**config.mk**
```make
export PLATFORM = sky130hd
export DESIGN_NAME = clock_mode_ctrl
export DESIGN_NICKNAME = d
export VERILOG_FILES = /design/src/rtl/clock_mode_ctrl.sv
export SDC_FILE = /design/constraint.sdc
export NUM_CORES = 1
export LEC_CHECK = 0
export CORE_MARGIN = 5
export CORE_UTILIZATION = 39
export CTS_CLUSTER_SIZE = 24
export DETAILED_ROUTE_END_ITERATION = 8
export HOLD_SLACK_MARGIN = 0.1
export PLACE_DENSITY = 0.69
export RECOVER_POWER = 25
export SETUP_SLACK_MARGIN = 0.05
export SLEW_MARGIN = 20
export SYNTH_ARGS = -nofsm -noshare
export SYNTH_HDL_FRONTEND = slang
export SYNTH_SLANG_ARGS = --single-unit
```
**constraint.sdc**
```tcl
create_clock -name CLK -period 3.8 [get_ports CLK]
set_input_delay 0.76 -clock CLK [delete_from_list [all_inputs] [get_ports CLK]]
set_output_delay 0.76 -clock CLK [all_outputs]
set_load 0.005 [all_outputs]
```
**src/rtl/clock_mode_ctrl.sv**
```systemverilog
// clock_mode_ctrl: debounced MODE-button sequencer TIME -> STOPWATCH -> ALARMSET,
// with an inactivity timeout out of ALARMSET and mutually exclusive mux selects.
module clock_mode_ctrl #(
    parameter int DEBOUNCE_CYC = 1000,
    parameter int TIMEOUT_SEC  = 30
) (
    input  logic       CLK,
    input  logic       RST,
    input  logic       MODE_KEY,
    input  logic       SET_ACT,
    input  logic       TICK_1HZ,
    output logic       ALARMSET_RUN,
    output logic       STOPWATCH_RUN,
    output logic [1:0] MODE,
    output logic       MODE_CHG
);
    localparam int DW = $clog2(DEBOUNCE_CYC + 1);
    localparam int TW = TIMEOUT_SEC > 0 ? $clog2(TIMEOUT_SEC + 1) : 1;

    typedef enum logic [1:0] {TIME = 2'b00, STOPWATCH = 2'b01, ALARMSET = 2'b10} state_t;

    state_t        state, nxt;
    logic          s1, s2, stable, press, timeout;
    logic [DW-1:0] db_cnt;
    logic [TW-1:0] to_cnt;

    assign MODE = state;

    // Timeout fires when the tick would bring the idle count up to TIMEOUT_SEC; SET_ACT masks it.
    assign timeout = TIMEOUT_SEC != 0 && state == ALARMSET && TICK_1HZ && !SET_ACT &&
                     {1'b0, to_cnt} + (TW+1)'(1) == (TW+1)'(TIMEOUT_SEC);

    always_comb begin
        nxt = state == TIME      ? (press ? STOPWATCH : TIME) :
              state == STOPWATCH ? (press ? ALARMSET : STOPWATCH) :
              state == ALARMSET  ? (press || timeout ? TIME : ALARMSET) : TIME;
    end

    always_ff @(posedge CLK) begin
        if (RST) begin
            s1            <= 1'b0;
            s2            <= 1'b0;
            stable        <= 1'b0;
            press         <= 1'b0;
            db_cnt        <= '0;
            to_cnt        <= '0;
            state         <= TIME;
            ALARMSET_RUN  <= 1'b0;
            STOPWATCH_RUN <= 1'b0;
            MODE_CHG      <= 1'b0;
        end else begin
            s1    <= MODE_KEY;
            s2    <= s1;
            press <= 1'b0;
            if (s2 == stable)
                db_cnt <= '0;
            else if (db_cnt == DW'(DEBOUNCE_CYC)) begin
                stable <= s2;
                db_cnt <= '0;
                press  <= s2;
            end else
                db_cnt <= db_cnt + DW'(1);
            state         <= nxt;
            ALARMSET_RUN  <= nxt == ALARMSET;
            STOPWATCH_RUN <= nxt == STOPWATCH;
            MODE_CHG      <= nxt != state;
            // Cleared outside ALARMSET, on entry and exit, and on any edit.
            if (state != ALARMSET || nxt != ALARMSET || SET_ACT || TIMEOUT_SEC == 0)
                to_cnt <= '0;
            else if (TICK_1HZ && to_cnt != TW'(TIMEOUT_SEC))
                to_cnt <= to_cnt + TW'(1);
        end
    end
endmodule

```
Word level (Yosys, flattened, before mapping):

Cells that the tools add are included.
W data, S select, Z words.

* bits in registers: 24
* input bits: 5
* output and inout port bits: 5
* logic and storage cells: 45

* add/sub/neg operators: 3
* eq/ne operators: 11
* mux-type cells: 6
* bitwise gates (word level): 2
* reductions and logical operators: 13

Operator list (count)
* $add A10 B1 Y10 const B: 1
* $eq A10 B10 Y1 const B: 1
* $mux W2: 5
* $add A5 B1 Y6 const B: 1
* $eq A6 B5 Y1 const B: 1
* $reduce_or A3 Y1: 2
* $add A5 B1 Y5 const B: 1
* $ne A5 B5 Y1 const B: 1
* $eq A2 B1 Y1 const B: 2
* $eq A2 B2 Y1 const B: 2
* $logic_and A1 B1 Y1: 4
* $ne A2 B2 Y1 const B: 2
* $logic_or A1 B1 Y1: 3
* $logic_not A2 Y1: 1
* $ne A2 B2 Y1: 1
* $not A1 Y1: 2
* $reduce_and A2 Y1: 1
* $reduce_or A2 Y1: 1
* $eq A1 B1 Y1: 1
* $logic_not A1 Y1: 1
* $mux W1: 1

Longest topological paths before layout:

* depth after elaboration: 13
* depth in mapped cells: 7
* gate-level depth less buffers: 6

Worst setup path after synthesis:

Ideal clock, no wire load.

* path type: reg2reg
* start: register db_cnt[0]
* end: register stable
* library setup time: 0.128 ns
* arrival: 1.481 ns
* data required time: 3.672 ns
* slack: 2.191 ns
* cell stages (with the launch flop): 8
* path buffers: 1
* period minus slack after synthesis: 1.609 ns
* cells stage by stage: dfxtp_1 > inv_1 > ha_1 > or2b_2 > or4_1 > buf_2 > mux2i_1 > nor2_1

* longest elaborated chain between the ends: 2

Ends and longest elaborated chain
* start, declared: line 24 `logic [DW-1:0] db_cnt;`
* start signal, assigned: line 62 `db_cnt <= db_cnt + DW'(1);`
* $eq A10 B10 Y1: line 57 `else if (db_cnt == DW'(DEBOUNCE_CYC)) begin`
* $reduce_and A2 Y1 (no source line)
* end signal, assigned: line 43 `stable <= 1'b0;`
* end signal, assigned: line 58 `stable <= s2;`
* end, declared: line 23 `logic s1, s2, stable, press, timeout;`

Every way passes these cells.
A chain may end at the register's enable or synchronous reset.

Final worst setup path:

* start: register state[1] (netlist: MODE[1])
* end: output MODE[1]

RTL lines
* start, declared: line 22 `state_t state, nxt;`
* start signal, assigned: line 63 `state <= nxt;`
* end, declared: line 14 `output logic [1:0] MODE,`

No word-level cell between the ends.

==> results.md <==
Critical path:
- The maximum fanout count along the critical path is 6.
- The sum of buffers and inverters on the critical path is 1.
- The required time of the critical path is 3.04 ns.
- The worst setup path is launched from a flip-flop.
- The worst setup path is captured at an output port.
- The cell with the largest stage delay on the worst path is sky130_fd_sc_hd__clkdlybuf4s50_1.
- In this design, the stage delay of the slowest critical-path cell is 0.54 ns.
- For the worst setup path, the data arrival time is 1.28 ns.
- The worst setup path is of the reg -> out kind.
- The signal on the critical path passes through clkdlybuf4s50_1.
- The worst setup slack for register-to-register paths is 2.04 ns.
- The largest delay contributor family on the critical path is buffers and inverters.

Detailed routing:
- The starting DRC count in detailed routing is 52.
- The detailed-routing iteration count for the pre-antenna-repair pass is 4.
- The via count is 790.
- The count of nets left with antenna violations once routing finished came out at 0.
- Dividing the detail-routed wire length by the instance count gives 12.07 µm.
- After detailed routing, the number of remaining DRC violations is 0.
- The routed design has 1883 µm of wire.
- The number of vias per cell is 5.064.

Timing:
- The final count of pins violating max slew is 0.
- The setup violation total in the final timing report is 0.
- The actual transition at the worst max-transition pin is 0.5295 ns.
- The number of endpoints with negative hold slack in the final report is 0.
- Setup repair after global routing left no endpoint under its margin.
- Counting I/O delays and the setup requirement, the final critical path takes 2.037 ns.
- The post-route clock skew is 0.006776 ns.
- In the finished design, the share of the clock period the worst path needs comes to 53.62%.
- The relative slew slack is 64.59%.
- Timing would allow up to 0.4908 GHz.
- The total negative slack is 0 ns.

Logic synthesis:
- The synthesized instance count is 115.
- The most used flip-flop cell after synthesis is sky130_fd_sc_hd__dfxtp_1.
- The average instance area after synthesis is 9.574 µm².
- By area the synthesized netlist is led by sky130_fd_sc_hd__dfxtp_1 (44%), sky130_fd_sc_hd__xnor2_1 (7.2%), sky130_fd_sc_hd__ha_1 (5.7%), sky130_fd_sc_hd__nor2_1 (5.1%), sky130_fd_sc_hd__xor2_1 (3.2%).
- Counting flops with a built-in enable in the synthesized netlist gives 0.
- The number of distinct standard cells referenced by the synthesized netlist is 32.
- The number of nets in the synthesized netlist is 125.
- The area fraction of the dominant cell type after synthesis is 43.64%.
- For this run, asynchronously set or reset flops after synthesis account for 0%.
- For this run, the number of Yosys warnings is 0.
- Of all cell types, the one taking the most synthesized area is sky130_fd_sc_hd__dfxtp_1.
- For this run, the register share of the synthesized area comes to 43.64%.
- The most common cell in the synthesized netlist is sky130_fd_sc_hd__dfxtp_1.
- The combined area of all synthesized cells is 1101 µm².
- Counting instances in the post-synthesis netlist gives the leading cell types as sky130_fd_sc_hd__dfxtp_1 (24), sky130_fd_sc_hd__nor2_1 (15), sky130_fd_sc_hd__xnor2_1 (9).
- Synthesis inferred 24 register bits.

Clock tree:
- The maximum clock path buffer count is 2.
- The cell sitting at the root of the clock tree is a sky130_fd_sc_hd__clkbuf_4.
- The CTS tree is yes.
- For this design, the sink count on the clock tree is 24.
- Clock-pin slew was measured on the worst setup and hold paths at 0.13 ns.
- In this run, CTS created clock tree buffers numbering 3.
- The number of gates resized after CTS was 0.
- Post-CTS timing repair inserted 0 buffers for setup.
- The clock insertion delay at the later pin of the skew report is 0.31 ns.
- The number of H-tree levels is 1.
- The number of hold buffers added after CTS is 0.

Cells and area:
- The repair_antennas step left the layout with diodes totalling 0.
- The final design area excluding fillers is 1237 µm².
- Compared with the post-synthesis result, the final layout area differs by 12.39%.
- The final layout contains 136 nets.
- The register bank with the most flops is db_cnt.
- The fraction of final layout cells sized beyond drive strength 1 is 8.800%.
- The register with the most flip-flops in the layout has 10 of them.
- Counting the fill cells in the layout gives 260.

Placed design:
- At the end of routability-driven placement, the weighted congestion stood at 0.8319.
- The placement-stage cell area is 1216 µm².
- The number of buffers inserted by port buffering is 9.
- The wire-length estimate of the detail-placed layout is 1407 µm.

Power and ir drop:
- The analysis attributes to cell leakage a power of 0.4279 nW.
- Net switching is 20.62% of the power.
- The clock network accounts for 33.5% of the total power.
- The internal power is 0.3172 mW.
- The worst-case IR drop observed on VDD is 0.1559 mV.
- Combinational cells account for 3.0% of the total power.
- In this run, flip-flops and latches consume 63.5% of the power.
- In this run the power spent charging and discharging nets is 0.08238 mW.
- For this design the ratio of total power to cell area is 322.9 nW/µm².

Floorplan:
- The floorplan die area is 3986 µm².
- For this design the top-level I/O count stands at 10.
- Row generation in the floorplan step produced 19 rows.
- The overall die height is 63.14 µm.
- The initial core utilization is 40.27%.
- From left edge to right edge, the die measures 63.14 µm.
- The floorplan step defined a core boundary enclosing 2734 µm².

Global routing:
- The initial antenna violation count is 0.
- The combined global-route utilization of all metal layers is 10.03%.
- The aggregate global routing overflow is 0.
- The global-route wire length before repair is 3270 µm.
- Entering global routing, the biggest net connects 16 pins.
- The via count of the first global-routing pass is 809.

Min path:
- The worst hold path belongs to the class reg -> reg.

Run status:
- The run finished with clean final reports.

Run:
- The reported max-cap violation count is 0.
-- worst register-to-register path, stage by stage (launching register included) --
cell,delay [ns]
sky130_fd_sc_hd__dfxtp_1,0.39
sky130_fd_sc_hd__inv_1,0.11
sky130_fd_sc_hd__ha_1,0.20
sky130_fd_sc_hd__nand2_1,0.08
sky130_fd_sc_hd__o21ai_0,0.35
sky130_fd_sc_hd__mux2_2,0.39
sky130_fd_sc_hd__nor4_1,0.16
-- layout by cell type, fill, tap and decap left out, types with 3 or more instances in the layout --
| master | synthesis | layout |
|---|---|---|
| sky130_fd_sc_hd__clkdlybuf4s50_1 | 0 | 8 |
| sky130_fd_sc_hd__clkbuf_4 | 0 | 3 |
| sky130_fd_sc_hd__nor2b_1 | 3 | 3 |
| sky130_fd_sc_hd__nand2_1 | 7 | 7 |
| sky130_fd_sc_hd__xor2_1 | 4 | 4 |
| sky130_fd_sc_hd__nor4_1 | 5 | 5 |
| sky130_fd_sc_hd__dfxtp_1 | 24 | 24 |
| sky130_fd_sc_hd__xnor2_1 | 9 | 9 |
| sky130_fd_sc_hd__ha_1 | 5 | 5 |
| sky130_fd_sc_hd__nor3_1 | 4 | 4 |
| sky130_fd_sc_hd__nand3_1 | 4 | 4 |
| sky130_fd_sc_hd__inv_1 | 5 | 5 |
| sky130_fd_sc_hd__nor2_1 | 15 | 15 |
| sky130_fd_sc_hd__nand4_1 | 4 | 4 |
-- path summary, 6_finish.rpt --
check | endpoint | startpoint | cells after the start
setup / recovery | MODE[1] | MODE[1] | 1
hold / removal | s2 | s1 | 1
setup reg to reg | to_cnt[1] | to_cnt[0] | 6
hold reg to reg | s2 | s1 | 1
-- power groups by stage --
| stage | Sequential, mW | Combinational, mW | Clock, mW |
|---|---|---|---|
| final | 0.254 | 0.0120 | 0.134 |
| after global placement | 0.259 | 0.0123 | 0 |
| after detailed placement | 0.259 | 0.0128 | 0 |
| after global routing | 0.254 | 0.0131 | 0.152 |
| after CTS | 0.254 | 0.0128 | 0.140 |
| after floorplan | 0.259 | 0.00554 | 0 |
-- layer usage --
layer / part of all wire, % / GRT usage (%) / vias up
met5: 0 / 0 / -
met4: 1.5 / 3.979 / 0
met3: 1.9 / 2.131 / 4
met2: 48 / 17.56 / 6
met1: 49 / 11.75 / 364
li1: - / - / 416
-- cells by family (layout without fill, tap and decap cells) --
group	count (synthesis)	count (layout)	synth area share, %
compound gates	7	7	5.795
xor+xnor	13	13	10.34
fa+ha+maj	5	5	5.682
buf+inv	8	18	2.954
flops	24	24	43.64
mux	4	4	3.864
simple gates	54	54	27.73
-- stage by stage --
| stage | hold WS (ns) | power, mW | utilization, % | instances | setup WS [ns] |
|---|---|---|---|---|---|
| floorplan | 0.4138 | 0.2647 | - | 115 | 2.191 |
| global placement | 0.4305 | 0.2717 | 44.49 | 152 | 1.640 |
| CTS | 0.4682 | 0.4068 | 45.81 | 156 | 1.751 |
| finish | 0.4605 | 0.3996 | 45.26 | 156 | 1.763 |
| global route | 0.4800 | 0.4189 | 45.26 | 156 | 1.699 |
| detailed placement | 0.4456 | 0.2722 | 44.49 | 152 | 1.607 |
-- layout make-up --
cell class,count,area (µm²),share of cell area [%]
clock buffers,4,36.28,2.932
inverters,5,18.77,1.517
multi-input cells,83,573.1,46.31
flip-flops and latches,24,480.5,38.83
well taps,31,38.79,3.134
repair buffers,9,90.09,7.280
Note: power is estimated with default switching activity, not from simulation.
